File: src/rtl/id_ex_stage.sv
// ID/EX pipeline register with load-use hazard detection.
// Inserts bubbles on load-use, supports flush/hold, counts bubbles.
module id_ex_stage #(
    parameter int DW    = 32,
    parameter int CNT_W = 16
) (
    input  logic             clk,
    input  logic             rst,
    input  logic             id_valid_i,
    input  logic             id_RegWrite_i,
    input  logic             id_MemWrite_i,
    input  logic             id_ALUSrc_i,
    input  logic [4:0]       id_ALUOp_i,
    input  logic [2:0]       id_NPCOp_i,
    input  logic [1:0]       id_WDSel_i,
    input  logic [2:0]       id_DMType_i,
    input  logic [DW-1:0]    id_pc_i,
    input  logic [DW-1:0]    id_rd1_i,
    input  logic [DW-1:0]    id_rd2_i,
    input  logic [DW-1:0]    id_imm_i,
    input  logic [4:0]       id_rs1_i,
    input  logic [4:0]       id_rs2_i,
    input  logic [4:0]       id_rd_i,
    input  logic             id_use_rs1_i,
    input  logic             id_use_rs2_i,
    input  logic             flush_i,
    input  logic             hold_i,
    output logic             ex_valid,
    output logic             ex_RegWrite,
    output logic             ex_MemWrite,
    output logic             ex_ALUSrc,
    output logic [4:0]       ex_ALUOp,
    output logic [2:0]       ex_NPCOp,
    output logic [1:0]       ex_WDSel,
    output logic [2:0]       ex_DMType,
    output logic [DW-1:0]    ex_pc,
    output logic [DW-1:0]    ex_rd1,
    output logic [DW-1:0]    ex_rd2,
    output logic [DW-1:0]    ex_imm,
    output logic [4:0]       ex_rs1,
    output logic [4:0]       ex_rs2,
    output logic [4:0]       ex_rd,
    output logic             load_use_stall_o,
    output logic [CNT_W-1:0] bubble_cnt_o
);

    logic ex_load;
    logic hit1;
    logic hit2;
    logic kill;
    logic cap;
    logic bump;

    // x0 never carries a real dependency, so a load to x0 is ignored
    assign ex_load = ex_valid & (ex_WDSel == 2'b01) & (ex_rd != 5'd0);
    assign hit1    = id_use_rs1_i & (id_rs1_i == ex_rd);
    assign hit2    = id_use_rs2_i & (id_rs2_i == ex_rd);

    assign load_use_stall_o = id_valid_i & ~flush_i & ex_load & (hit1 | hit2);

    assign bump = ~hold_i & load_use_stall_o;
    assign kill = flush_i | bump;
    assign cap  = ~flush_i & ~hold_i & ~load_use_stall_o;

    always_ff @(posedge clk) begin
        if (rst) begin
            ex_valid     <= 1'b0;
            ex_RegWrite  <= 1'b0;
            ex_MemWrite  <= 1'b0;
            ex_ALUSrc    <= 1'b0;
            ex_ALUOp     <= '0;
            ex_NPCOp     <= '0;
            ex_WDSel     <= '0;
            ex_DMType    <= '0;
            ex_pc        <= '0;
            ex_rd1       <= '0;
            ex_rd2       <= '0;
            ex_imm       <= '0;
            ex_rs1       <= '0;
            ex_rs2       <= '0;
            ex_rd        <= '0;
            bubble_cnt_o <= '0;
        end else begin
            if (kill) begin
                ex_valid    <= 1'b0;
                ex_RegWrite <= 1'b0;
                ex_MemWrite <= 1'b0;
                ex_ALUSrc   <= 1'b0;
                ex_ALUOp    <= '0;
                ex_NPCOp    <= '0;
                ex_WDSel    <= '0;
                ex_DMType   <= '0;
            end else if (cap) begin
                ex_valid    <= id_valid_i;
                ex_RegWrite <= id_valid_i & id_RegWrite_i;
                ex_MemWrite <= id_valid_i & id_MemWrite_i;
                ex_ALUSrc   <= id_valid_i & id_ALUSrc_i;
                ex_ALUOp    <= id_valid_i ? id_ALUOp_i : '0;
                ex_NPCOp    <= id_valid_i ? id_NPCOp_i : '0;
                ex_WDSel    <= id_valid_i ? id_WDSel_i : '0;
                ex_DMType   <= id_valid_i ? id_DMType_i : '0;
            end
            if (cap) begin
                ex_pc  <= id_pc_i;
                ex_rd1 <= id_rd1_i;
                ex_rd2 <= id_rd2_i;
                ex_imm <= id_imm_i;
                ex_rs1 <= id_rs1_i;
                ex_rs2 <= id_rs2_i;
                ex_rd  <= id_rd_i;
            end
            if (bump && !(&bubble_cnt_o))
                bubble_cnt_o <= bubble_cnt_o + 1'b1;
        end
    end

endmodule

File: config.mk
export PLATFORM = sky130hd
export DESIGN_NAME = id_ex_stage
export DESIGN_NICKNAME = d
export VERILOG_FILES = /design/src/rtl/id_ex_stage.sv
export SDC_FILE = /design/constraint.sdc
export NUM_CORES = 1
export LEC_CHECK = 0
export ABC_AREA = 0
export BUFFER_PORTS_ARGS = -buffer_cell sky130_fd_sc_hd__clkbuf_2
export CAP_MARGIN = 20
export CORE_AREA = 3 3 132 134
export CTS_CLUSTER_DIAMETER = 40
export DETAILED_ROUTE_END_ITERATION = 7
export DIE_AREA = 0 0 135 137
export GPL_TIMING_DRIVEN = 0
export PLACE_DENSITY = 0.72
export SKIP_CTS_REPAIR_TIMING = 1
export SYNTH_ARGS = -nofsm -noshare
export SYNTH_HDL_FRONTEND = slang
export SYNTH_SLANG_ARGS = --single-unit
export TNS_END_PERCENT = 30
File: constraint.sdc
create_clock -name clk -period 3.1 [get_ports clk]
set_input_delay 0.62 -clock clk [delete_from_list [all_inputs] [get_ports clk]]
set_output_delay 0.62 -clock clk [all_outputs]
set_load 0.01 [all_outputs]
==> impl_results.md, run 1 <==
* Vias per cell at 4.809
* Post-layout minimum cycle time at approximately 2.4 ns
* Place WS at ~0.46 ns
* Int Power at between 0.003 and 0.004 W
* Final WL at around 22 mm
* Mapped cell area at roughly 6500 um^2
* Routed Antenna Nets at 0
* Number of hold violations in the final report at 0
* DR vias at 6786
* Largest net degree at the start of global routing at 18
* Area growth, synth to finish at 39.21%
* Maximum clock rate at 0.4111 GHz
* Clk root buf: clkbuf_16
* Initial antenna violation count at 0
* Comb power frac at between 10% and 20%
* Number of port buffers at 341
* Worst EP required at between 2 and 2.5 ns
* Core Footprint at about 16000 um^2
* Most common cell after layout, fill and taps aside: clkbuf_2
* Setup TNS Final at 0 ns
* # DRC at 0
* Clock slew at reported path FFs at roughly 0.080 ns
* First-pass GRT wire length at between 30 and 40 mm
* Initial core utilization at between 30% and 40%
* Pleak at roughly 4 nW
* Switching fraction of total power at approximately a quarter
* Post-layout net count at between 1000 and 1500
* Setup ws final at 0.6675 ns
* RSZ-0062 raised after global routing: false
* I/O pins at 343
* Syn nets at just under 1000
* Global Route Usage Sum at 22.10%
* RD Place Congestion at 0.8146
* Layout cells sized above 1 at between 30% and 40%
* Final setup violation count at 0
* Number of flops mapped to enable cells by yosys at 0
* # rows at 47
* Sequential Power Share at between 40% and 50%
* Final period utilization at ~78%
* Total gr overflow at 0
* Vias in the first global route at approximately 6200
* Count of pins over their slew limit at 0
* Ys flop type: dfxtp_1
* Non-Filler Instances at about 1400
* Status: finished clean
* Worst setup EP type: output pin
* Worst rel slew slack at 55.38%
* Synth cell types at 40
* Critical path class: flop to output pin
* H-Tree Level Count at 4
* CP arrival at roughly 1.8 ns
* Die Wd at approximately 140 um
* Post-Syn Instances at 818
* Final Power at 0.005019 W
* Sequential-to-total area share from yosys stat at between 50 and 60%
* Power density over cell area at around 550 nW/um^2
* Starting DRT DRC Count at approximately 310
* Synth Register Bits at roughly 180
* Die ar. at 18500 um^2
* Diode count at 0
* Clock Tree Buf Depth at 2
* Max cap viols at 0
* Clock share of power at around two fifths
* Cts bufs inserted at 17
* Avg Synthesized Cell Area at between 7 and 8 um^2
* Yosys warnings at 0
* Avg WL per Cell at ~15 um
* Ys async rst share at 0%
* Commonest non-fill, non-tap cells in the layout: 341 x clkbuf_2, 315 x nand2_1, 176 x dfxtp_1
* Worst slew pin tran at about 0.67 ns
* Crit start category: flop
* # fillers at 1633
* CP Max Fanout at 5
* Final Core Density at between 50% and 60%
* TritonCTS clock tree: built
* Die height at about 140 um
* HP Class: input port to flop
* Clock Latency Late Sink at approximately 0.42 ns
* First-pass DRT Iterations at 5
* Sink Count at roughly 180
* Worst Skew at roughly 0.016 ns
* Placed Cells at approximately 1400
* Dpl hpwl at 16.98 mm
* Setup slack, reg-to-reg at ~0.80 ns
* Sw Pwr at roughly 0.0013 W
* Maximum vdd drop at about 0.36 mV
## critical path: stages (launching register included)
cell,delay (ns)
dfxtp_1,0.48
xnor2_1,0.15
nand4_1,0.15
o22a_2,0.32
nor2_1,0.12
clkbuf_2,0.16
## final timing paths
| check | from | end | depth (start not counted) |
|---|---|---|---|
| worst max-delay path | ex_rd[1]$_SDFFE_PP0P_ | load_use_stall_o | 5 |
| worst min-delay path | id_pc_i[29] | ex_pc[29]$_SDFFE_PP0P_ | 3 |
| worst max register to register | ex_rd[0]$_SDFFE_PP0P_ | ex_rd2[4]$_SDFFE_PP0P_ | 8 |
| worst min register to register | ex_MemWrite$_SDFFE_PP0P_ | ex_MemWrite$_SDFFE_PP0P_ | 2 |
## stage by stage
step	cell area, um^2	hold WS (ns)
after floorplan	6516	0.4761
after global placement	8498	0.4393
after detailed placement	8498	0.4423
after CTS	9071	0.3939
after global routing	9071	0.4041
final	9071	0.4075
## routing by layer
layer	part of all wire, %	GRT usage (%)	routed length (um)	up-vias
li1	-	-	-	3427
met1	41	28.15	8965	3097
met2	50	37.72	10840	234
met3	7.2	4.816	1551	28
met4	1.5	6.607	332	0
met5	0	0	0	-
## state kept, by name, indices dropped and copies added, names as in the netlist
signal,flops
ex_NPCOp,3
bubble_cnt_o,16
ex_rd,5
ex_rd1,32
ex_rd2,32
ex_WDSel,2
ex_DMType,3
ex_imm,32
ex_ALUSrc,1
ex_rs2,5
ex_ALUOp,5
ex_MemWrite,1
ex_valid,1
ex_RegWrite,1
ex_pc,32
ex_rs1,5
## area by class of cell
class | count | area (um^2) | area share, %
Sequential cell | 176 | 3523 | 38.84
Inverter | 2 | 7.507 | 0.08276
Clock buffer | 17 | 425.4 | 4.690
Timing Repair Buffer | 341 | 1707 | 18.81
Multi-Input combinational cell | 582 | 2720 | 29.99
Clock inverter | 15 | 147.6 | 1.628
Buffer | 58 | 265.3 | 2.924
Tap cell | 220 | 275.3 | 3.034
## power groups by stage
stage	registers [W]	clock network [W]	logic, W
4_1_cts	0.00240	0.00214	0.000529
3_3_place_gp	0.00245	0	0.000523
3_5_place_dp	0.00245	0	0.000527
6_report	0.00240	0.00210	0.000523
2_1_floorplan	0.00249	0	0.000209
5_1_grt	0.00241	0.00223	0.000582
## cell families (layout without fill, tap and decap cells)
group           after synthesis  in the layout  synth area share (%)
compound gates              185            185                 15.03
buf+inv                      60            433                 4.186
simple gates                380            380                 24.21
xor+xnor                     13             13                 1.747
fa+ha+maj                     1              1                0.1920
mux                           3              3                0.5568
flops                       176            176                 54.07
## cell usage after synthesis, types with 2 or more instances
master / number / area share (%)
or3_1: 6 / 0.58
dfxtp_1: 176 / 54
xor2_1: 2 / 0.27
xnor2_1: 11 / 1.5
nor2_1: 14 / 0.81
and4_1: 3 / 0.40
a21oi_1: 167 / 13
buf_4: 3 / 0.35
inv_1: 2 / 0.12
or4_1: 3 / 0.35
nand3_1: 21 / 1.6
o21ai_0: 7 / 0.54
nor3_1: 2 / 0.15
nand2_1: 315 / 18
buf_2: 29 / 2.2
clkbuf_1: 26 / 1.5
nor2b_1: 4 / 0.38
nand4_1: 5 / 0.48
No activity file was read; power rests on OpenSTA's default activity.
==> inputs of run 2 (changes only) <==
CORE_AREA = default   (was 3 3 132 134)
CORE_ASPECT_RATIO = 0.9   (was default)
CORE_MARGIN = 3   (was default)
CORE_UTILIZATION = 41   (was default)
DIE_AREA = default   (was 0 0 135 137)
PLACE_DENSITY = 0.77   (was 0.72)
clock period = 2.02 ns   (was 3.1 ns; I/O delays follow)
==> run 2 against run 1 <==
  * Global-route usage is 1.2 points higher
  * The flow now finishes with violations (negative setup slack)
  * Critical path depth stayed put
  * Routed wire length is 2.3% lower
  * Hold slack worse by 0.21 ns
  * Sequential share of layout area is 0.59 points lower
  * Critical endpoint unchanged
  * Flip-flop and latch count stayed put
  * Final area is 2.1% higher
==> impl_results.md, run 2 (synthesis results as in run 1) <==
* Crit Reg-Reg Endpoint: bubble_cnt_o[9]$_SDFFE_PP0P_
* Die height at 125.6 um (-8.3%)
* Final Power at 0.007698 W (+53%)
* First-pass DRT Iterations at 5 (unchanged)
* Largest net degree at the start of global routing at 17 (-1)
* Most common cell after layout, fill and taps aside: clkbuf_2
* Sink Count at 176 (unchanged)
* Global Route Usage Sum at 23.32% (+1.2 points)
* Core Footprint at 15490 um^2 (-5.6%)
* Post-layout minimum cycle time at ~2.1 ns
* Setup ws final at -0.06223 ns (-0.7297 ns)
* HP Class: input port to flop
* Die Wd at 138.9 um (+2.9%)
* Post-layout net count at 1346 (+0.074%)
* Vias per cell at 4.950 (+2.9%)
* Number of port buffers at 341 (unchanged)
* Worst slew pin tran at 0.6805 ns (+0.01125 ns)
* TritonCTS clock tree: built
* Slowest CP cell: dfxtp_4
* Initial antenna violation count at 0 (unchanged)
* Commonest non-fill, non-tap cells in the layout: 346 x clkbuf_2, 315 x nand2_1, 169 x dfxtp_1
* Layout cells sized above 1 at 36.52% (+1.6 points)
* CP Max Fanout at 5 (unchanged)
* Worst hold endpoint: ex_imm[6]$_SDFFE_PP0P_
* Clock Latency Late Sink at 0.42 ns (about the same)
* Setup slack, reg-to-reg at 0 ns (-0.80 ns)
* Place WS at -0.2879 ns (-0.7522 ns)
* Area growth, synth to finish at 42.11%
* Worst setup EP type: output pin
* Number of hold violations in the final report at 0 (unchanged)
* Buffers plus inverters on the worst setup path at 1 (unchanged)
* # rows at 43 (-8.5%)
* Crit path cell chain: xnor2_2 > nand4_1 > o22a_4 > nor2_2 > buf_2
* Max cap viols at 0 (unchanged)
* Pleak at 4.189 nW (+2.7%)
* # DRC at 0 (unchanged)
* Cts bufs inserted at 17 (unchanged)
* Power density over cell area at 831.3 nW/um^2 (+50%)
* Hold path start: id_imm_i[6]
* Critical path's top delay family: flip-flops
* Area of the multi-input gates at 2799 um^2 (+2.9%)
* Reg2reg path depth at 6 (-2)
* Worst hold stages at 3 (unchanged)
* H-Tree Level Count at 4 (unchanged)
* Worst Skew at 0.009184 ns (-0.006394 ns)
* Critical Path Max Stage Delay at 0.40 ns (-0.08 ns)
* Dpl hpwl at 16.27 mm (-4.2%)
* Die ar. at 17440 um^2 (-5.7%)
* Failing checks: negative setup slack
* RSZ-0062 raised after global routing: true
* Starting DRT DRC Count at 354 (+15%)
* Status: complete, but fails checks
* Final WL at 21.19 mm (-2.3%)
* Vias in the first global route at 6557 (+5.3%)
* Worst rel slew slack at 54.63% (-0.75 points)
* First-pass GRT wire length at 33.00 mm (+2.1%)
* Total gr overflow at 0 (unchanged)
* I/O pins at 343 (unchanged)
* Diode count at 0 (unchanged)
* FF-to-FF Start: ex_rd[4]$_SDFFE_PP0P_
* Final period utilization at 103.1%
* Clock slew at reported path FFs at 0.07 ns (about the same)
* Clk root buf: clkbuf_16
* Routed Antenna Nets at 0 (unchanged)
* Flip-flop and latch area at 3542 um^2 (+0.53%)
* Initial core utilization at 42.05% (+2.3 points)
* Clock Tree Buf Depth at 2 (unchanged)
* Final setup violation count at 2 (+2)
* Maximum vdd drop at 0.5604 mV (+58%)
* # fillers at 1437 (-12%)
* CP arrival at 1.68 ns (-0.13 ns)
* Critical path class: flop to output pin
* Crit start category: flop
* Count of pins over their slew limit at 0 (unchanged)
* Maximum clock rate at approximately 0.48 GHz
* RD Place Congestion at 0.8383 (+2.9%)
* Avg WL per Cell at 15.21 um (-1.0%)
* Worst EP required at 1.62 ns (-0.86 ns)
* DR vias at 6895 (+1.6%)
run 2: cell types whose count changed in the layout (fill, tap and decap cells not counted), moves of 2 or more:
cell and delta:
dfxtp_1 -7, buf_2 -25, inv_6 -3, clkbuf_4 +7, buf_4 +16, inv_8 -4
clkbuf_1 -3, xnor2_1 -5, buf_8 +2, dfxtp_4 +4, clkbuf_2 +5, dfxtp_2 +3
nor3_4 +2, xnor2_2 +5
run 2: how the worst max path moves through the flow:
| stage | endpoint | cells after the start | slack (ns) | start |
|---|---|---|---|---|
| final | load_use_stall_o | 5 | -0.06 | ex_rd[1]$_SDFFE_PP0P_ |
| after global placement | ex_imm[16]$_SDFFE_PP0P_ | 9 | -0.27 | id_rs1_i[4] |
| after floorplan | bubble_cnt_o[9]$_SDFFE_PP0P_ | 7 | 0.02 | id_valid_i |
| after CTS | ex_imm[25]$_SDFFE_PP0P_ | 8 | -0.21 | ex_rd[1]$_SDFFE_PP0P_ |
| after detailed placement | ex_pc[0]$_SDFFE_PP0P_ | 9 | -0.29 | id_rs1_i[4] |
| after global routing | load_use_stall_o | 5 | -0.14 | ex_rd[1]$_SDFFE_PP0P_ |
run 2: where the power goes:
group	leakage (nW)	internal, W	total [W]	switching [W]
sequential	1.44	0.00360	0.00368	0.0000785
combinational	2.48	0.000365	0.000839	0.000474
clock	0.269	0.00184	0.00318	0.00133
total	4.19	0.00581	0.00770	0.00189
run 2: layout make-up:
cell class | instances | share of cell area [%]
clock buffer | 21 | 4.864
buffer | 56 | 3.648
sequential | 176 | 38.25
tap | 202 | 2.729
multi-input combinational | 582 | 30.23
clock inverter | 10 | 1.203
inverter | 2 | 0.08107
timing repair buffer | 344 | 19.00
run 2: routing by layer:
layer  vias to the layer above  routed length [um]  global-route usage (%)
met1                      3167                8736                   27.76
met3                        35                1730                   7.801
met5                         -                   0                       0
li1                       3413                   -                       -
met2                       280               10280                   39.16
met4                         0                 448                   8.918
run 2: stage by stage:
stage | cell area [um^2] | hold slack, ns | utilization (%) | std cells | setup TNS, ns
2_1_floorplan | 6516 | 0.4761 | - | 818 | 0
3_3_place_gp | 8476 | 0.4395 | 54.70 | 1361 | -38.12
3_5_place_dp | 8476 | 0.4454 | 54.70 | 1361 | -37.09
4_1_cts | 9037 | 0.1753 | 58.33 | 1392 | -23.72
5_1_grt | 9260 | 0.1859 | 59.76 | 1393 | -2.216
6_report | 9260 | 0.1961 | 59.76 | 1393 | -0.06525
run 2: worst min-delay path: cells and delay by family:
kind	cells	cell delay, ns
buf+inv	1	0.08
compound gates	1	0.05
simple gates	1	0.04
==> inputs of run 3 (changes only) <==
CORE_AREA = 3 3 132 134   (was default)
CORE_ASPECT_RATIO = default   (was 0.9)
CORE_MARGIN = default   (was 3)
CORE_UTILIZATION = default   (was 41)
DIE_AREA = 0 0 135 137   (was default)
PLACE_DENSITY = 0.72   (was 0.77)
clock period = 2 ns   (was 2.02 ns; I/O delays follow)
==> run 3 against run 2 <==
  * The run still ends with negative setup slack left
  * Final area increased by 5.2%
  * Non-clock buffer count increased by 11
  * Final cell count increased by 2.2%
  * Global-route usage decreased by 1.2 points
  * Via count decreased by 0.12%
  * Largest cell class unchanged
  * Flip-flop and latch count unchanged
  * Routed wire length increased by 6.6%
  * Largest power group unchanged
  * Register-to-register slack got worse by 0.05 ns
  * Combinational power increased by 13%
  * Hold slack got worse by 0.017 ns
==> impl_results.md, run 3 (synthesis results as in run 1) <==
* Status: complete, but fails checks
* Failing checks: negative setup slack
* Final WL at 22.59 mm (+6.6%)
* Most common cell after layout, fill and taps aside: clkbuf_2
* Final period utilization at 103.8%
* First-pass GRT wire length at 32.33 mm (-2.0%)
* Final setup violation count at 32 (+30)
* Core Footprint at 16410 um^2 (+5.9%)
* Global Route Usage Sum at 22.10% (-1.2 points)
* Cts bufs inserted at 17 (unchanged)
* Die height at 137 um (+9.1%)
* HP Class: input port to flop
* Avg WL per Cell at 15.87 um (+4.3%)
* Routed Antenna Nets at 0 (unchanged)
* Worst EP required at 1.60 ns (-0.02 ns)
* Number of port buffers at 341 (unchanged)
* Largest net degree at the start of global routing at 18 (+1)
* Total gr overflow at 0 (unchanged)
* CP arrival at 1.68 ns (about the same)
* Power density over cell area at 812.4 nW/um^2 (-2.3%)
* Layout cells sized above 1 at 40.57% (+4.0 points)
* Die Wd at 135 um (-2.8%)
* Setup TNS Final at -1.049 ns (-0.9841 ns)
* Worst slew pin tran at 0.6747 ns (-0.005850 ns)
* # rows at 47 (+9.3%)
* Sink Count at 176 (unchanged)
* RSZ-0062 raised after global routing: true
* Hold Slack at 0.1793 ns (-0.01688 ns)
* Commonest non-fill, non-tap cells in the layout: 345 x clkbuf_2, 300 x nand2_1, 171 x dfxtp_1
* Dpl hpwl at 16.98 mm (+4.4%)
* Diode count at 0 (unchanged)
* Clock Latency Late Sink at 0.42 ns (about the same)
* H-Tree Level Count at 4 (unchanged)
* RD Place Congestion at 0.8146 (-2.8%)
* Number of hold violations in the final report at 0 (unchanged)
* Worst setup EP type: output pin
* Worst Skew at 0.01240 ns (+0.003217 ns)
* Initial core utilization at 39.72% (-2.3 points)
* # DRC at 0 (unchanged)
* Setup slack, reg-to-reg at -0.05 ns (-0.05 ns)
* TritonCTS clock tree: built
* Max cap viols at 0 (unchanged)
* I/O pins at 343 (unchanged)
* Final Core Density at 59.40% (-0.36 points)
* Area growth, synth to finish at 49.56%
* Maximum vdd drop at 0.5524 mV (-1.4%)
* Post-layout minimum cycle time at around 2.1 ns
* First-pass DRT Iterations at 5 (unchanged)
* Setup ws final at -0.07566 ns (-0.01344 ns)
* Maximum clock rate at just under 0.5 GHz
* Post-layout net count at 1357 (+0.82%)
* CP Max Fanout at 5 (unchanged)
* Vias in the first global route at 6229 (-5.0%)
* Initial antenna violation count at 0 (unchanged)
* Count of pins over their slew limit at 0 (unchanged)
* DR vias at 6887 (-0.12%)
* Crit start category: flop
* Clock slew at reported path FFs at 0.07 ns (about the same)
* Clk root buf: clkbuf_16
* Die ar. at 18500 um^2 (+6.0%)
* Vias per cell at 4.840 (-2.2%)
* Clock Tree Buf Depth at 2 (unchanged)
* # fillers at 1529 (+6.4%)
* Worst rel slew slack at 55.02% (+0.39 points)
* Starting DRT DRC Count at 274 (-23%)
* Critical path class: flop to output pin
* Pleak at 4.377 nW (+4.5%)
-- run 3: cell count changes in the layout (fill, tap and decap cells not counted), moves of 5 or more --
cell       change
a21oi_1       -21
a21oi_2       +21
nand2_1       -15
nand2_4        +7
buf_4         -11
nand2_2        +8
clkbuf_16      +5
buf_6          +9
-- run 3: final cells by class --
type,count,area (um^2),share of cell area [%]
inverter,2,7.507,0.07703
timing repair buffer,354,1961,20.12
clock inverter,15,147.6,1.515
multi-input combinational,582,2973,30.50
buffer,57,414.1,4.250
clock buffer,17,425.4,4.365
tap,220,275.3,2.824
sequential,176,3542,36.35
-- run 3: power breakdown --
part	internal (W)	switching, W	total, W	leakage (nW)
Combinational	0.000431	0.000516	0.000946	2.66
Sequential	0.00364	0.0000834	0.00372	1.44
Clock	0.00176	0.00149	0.00325	0.278
Total	0.00583	0.00209	0.00792	4.38
-- run 3: metal layers --
metal  vias up  part of all wire, %  global-route usage (%)
li1       3452                    -                       -
met1      3150                   41                   28.15
met2       260                   51                   37.72
met3        25                  7.3                   4.816
met4         0                  1.4                   6.607
met5         -                    0                       0
-- run 3: stage by stage --
stage | instance area [um^2] | setup WS, ns | std cells | power (W)
2_1_floorplan | 6516 | 0.005775 | 818 | 0.004177
3_3_place_gp | 8498 | -0.3807 | 1379 | 0.004602
3_5_place_dp | 8498 | -0.4156 | 1379 | 0.004614
4_1_cts | 9071 | -0.3593 | 1411 | 0.007847
5_1_grt | 9746 | -0.1300 | 1423 | 0.008232
6_report | 9746 | -0.07566 | 1423 | 0.007918
-- run 3: final timing paths --
path	startpoint	to	cells after the start
max	ex_rd[0]$_SDFFE_PP0P_	load_use_stall_o	5
min	id_rd_i[0]	ex_rd[0]$_SDFFE_PP0P_	3
max reg2reg	ex_rd[0]$_SDFFE_PP0P_	ex_imm[16]$_SDFFE_PP0P_	10
min reg2reg	ex_NPCOp[1]$_SDFFE_PP0P_	ex_NPCOp[1]$_SDFFE_PP0P_	2
-- run 3: critical path: stages (launching register included) --
cell and delay, ns:
dfxtp_4 0.38, xnor2_1 0.17, nand4_1 0.17, o22a_4 0.30, nor2_2 0.10, buf_4 0.13
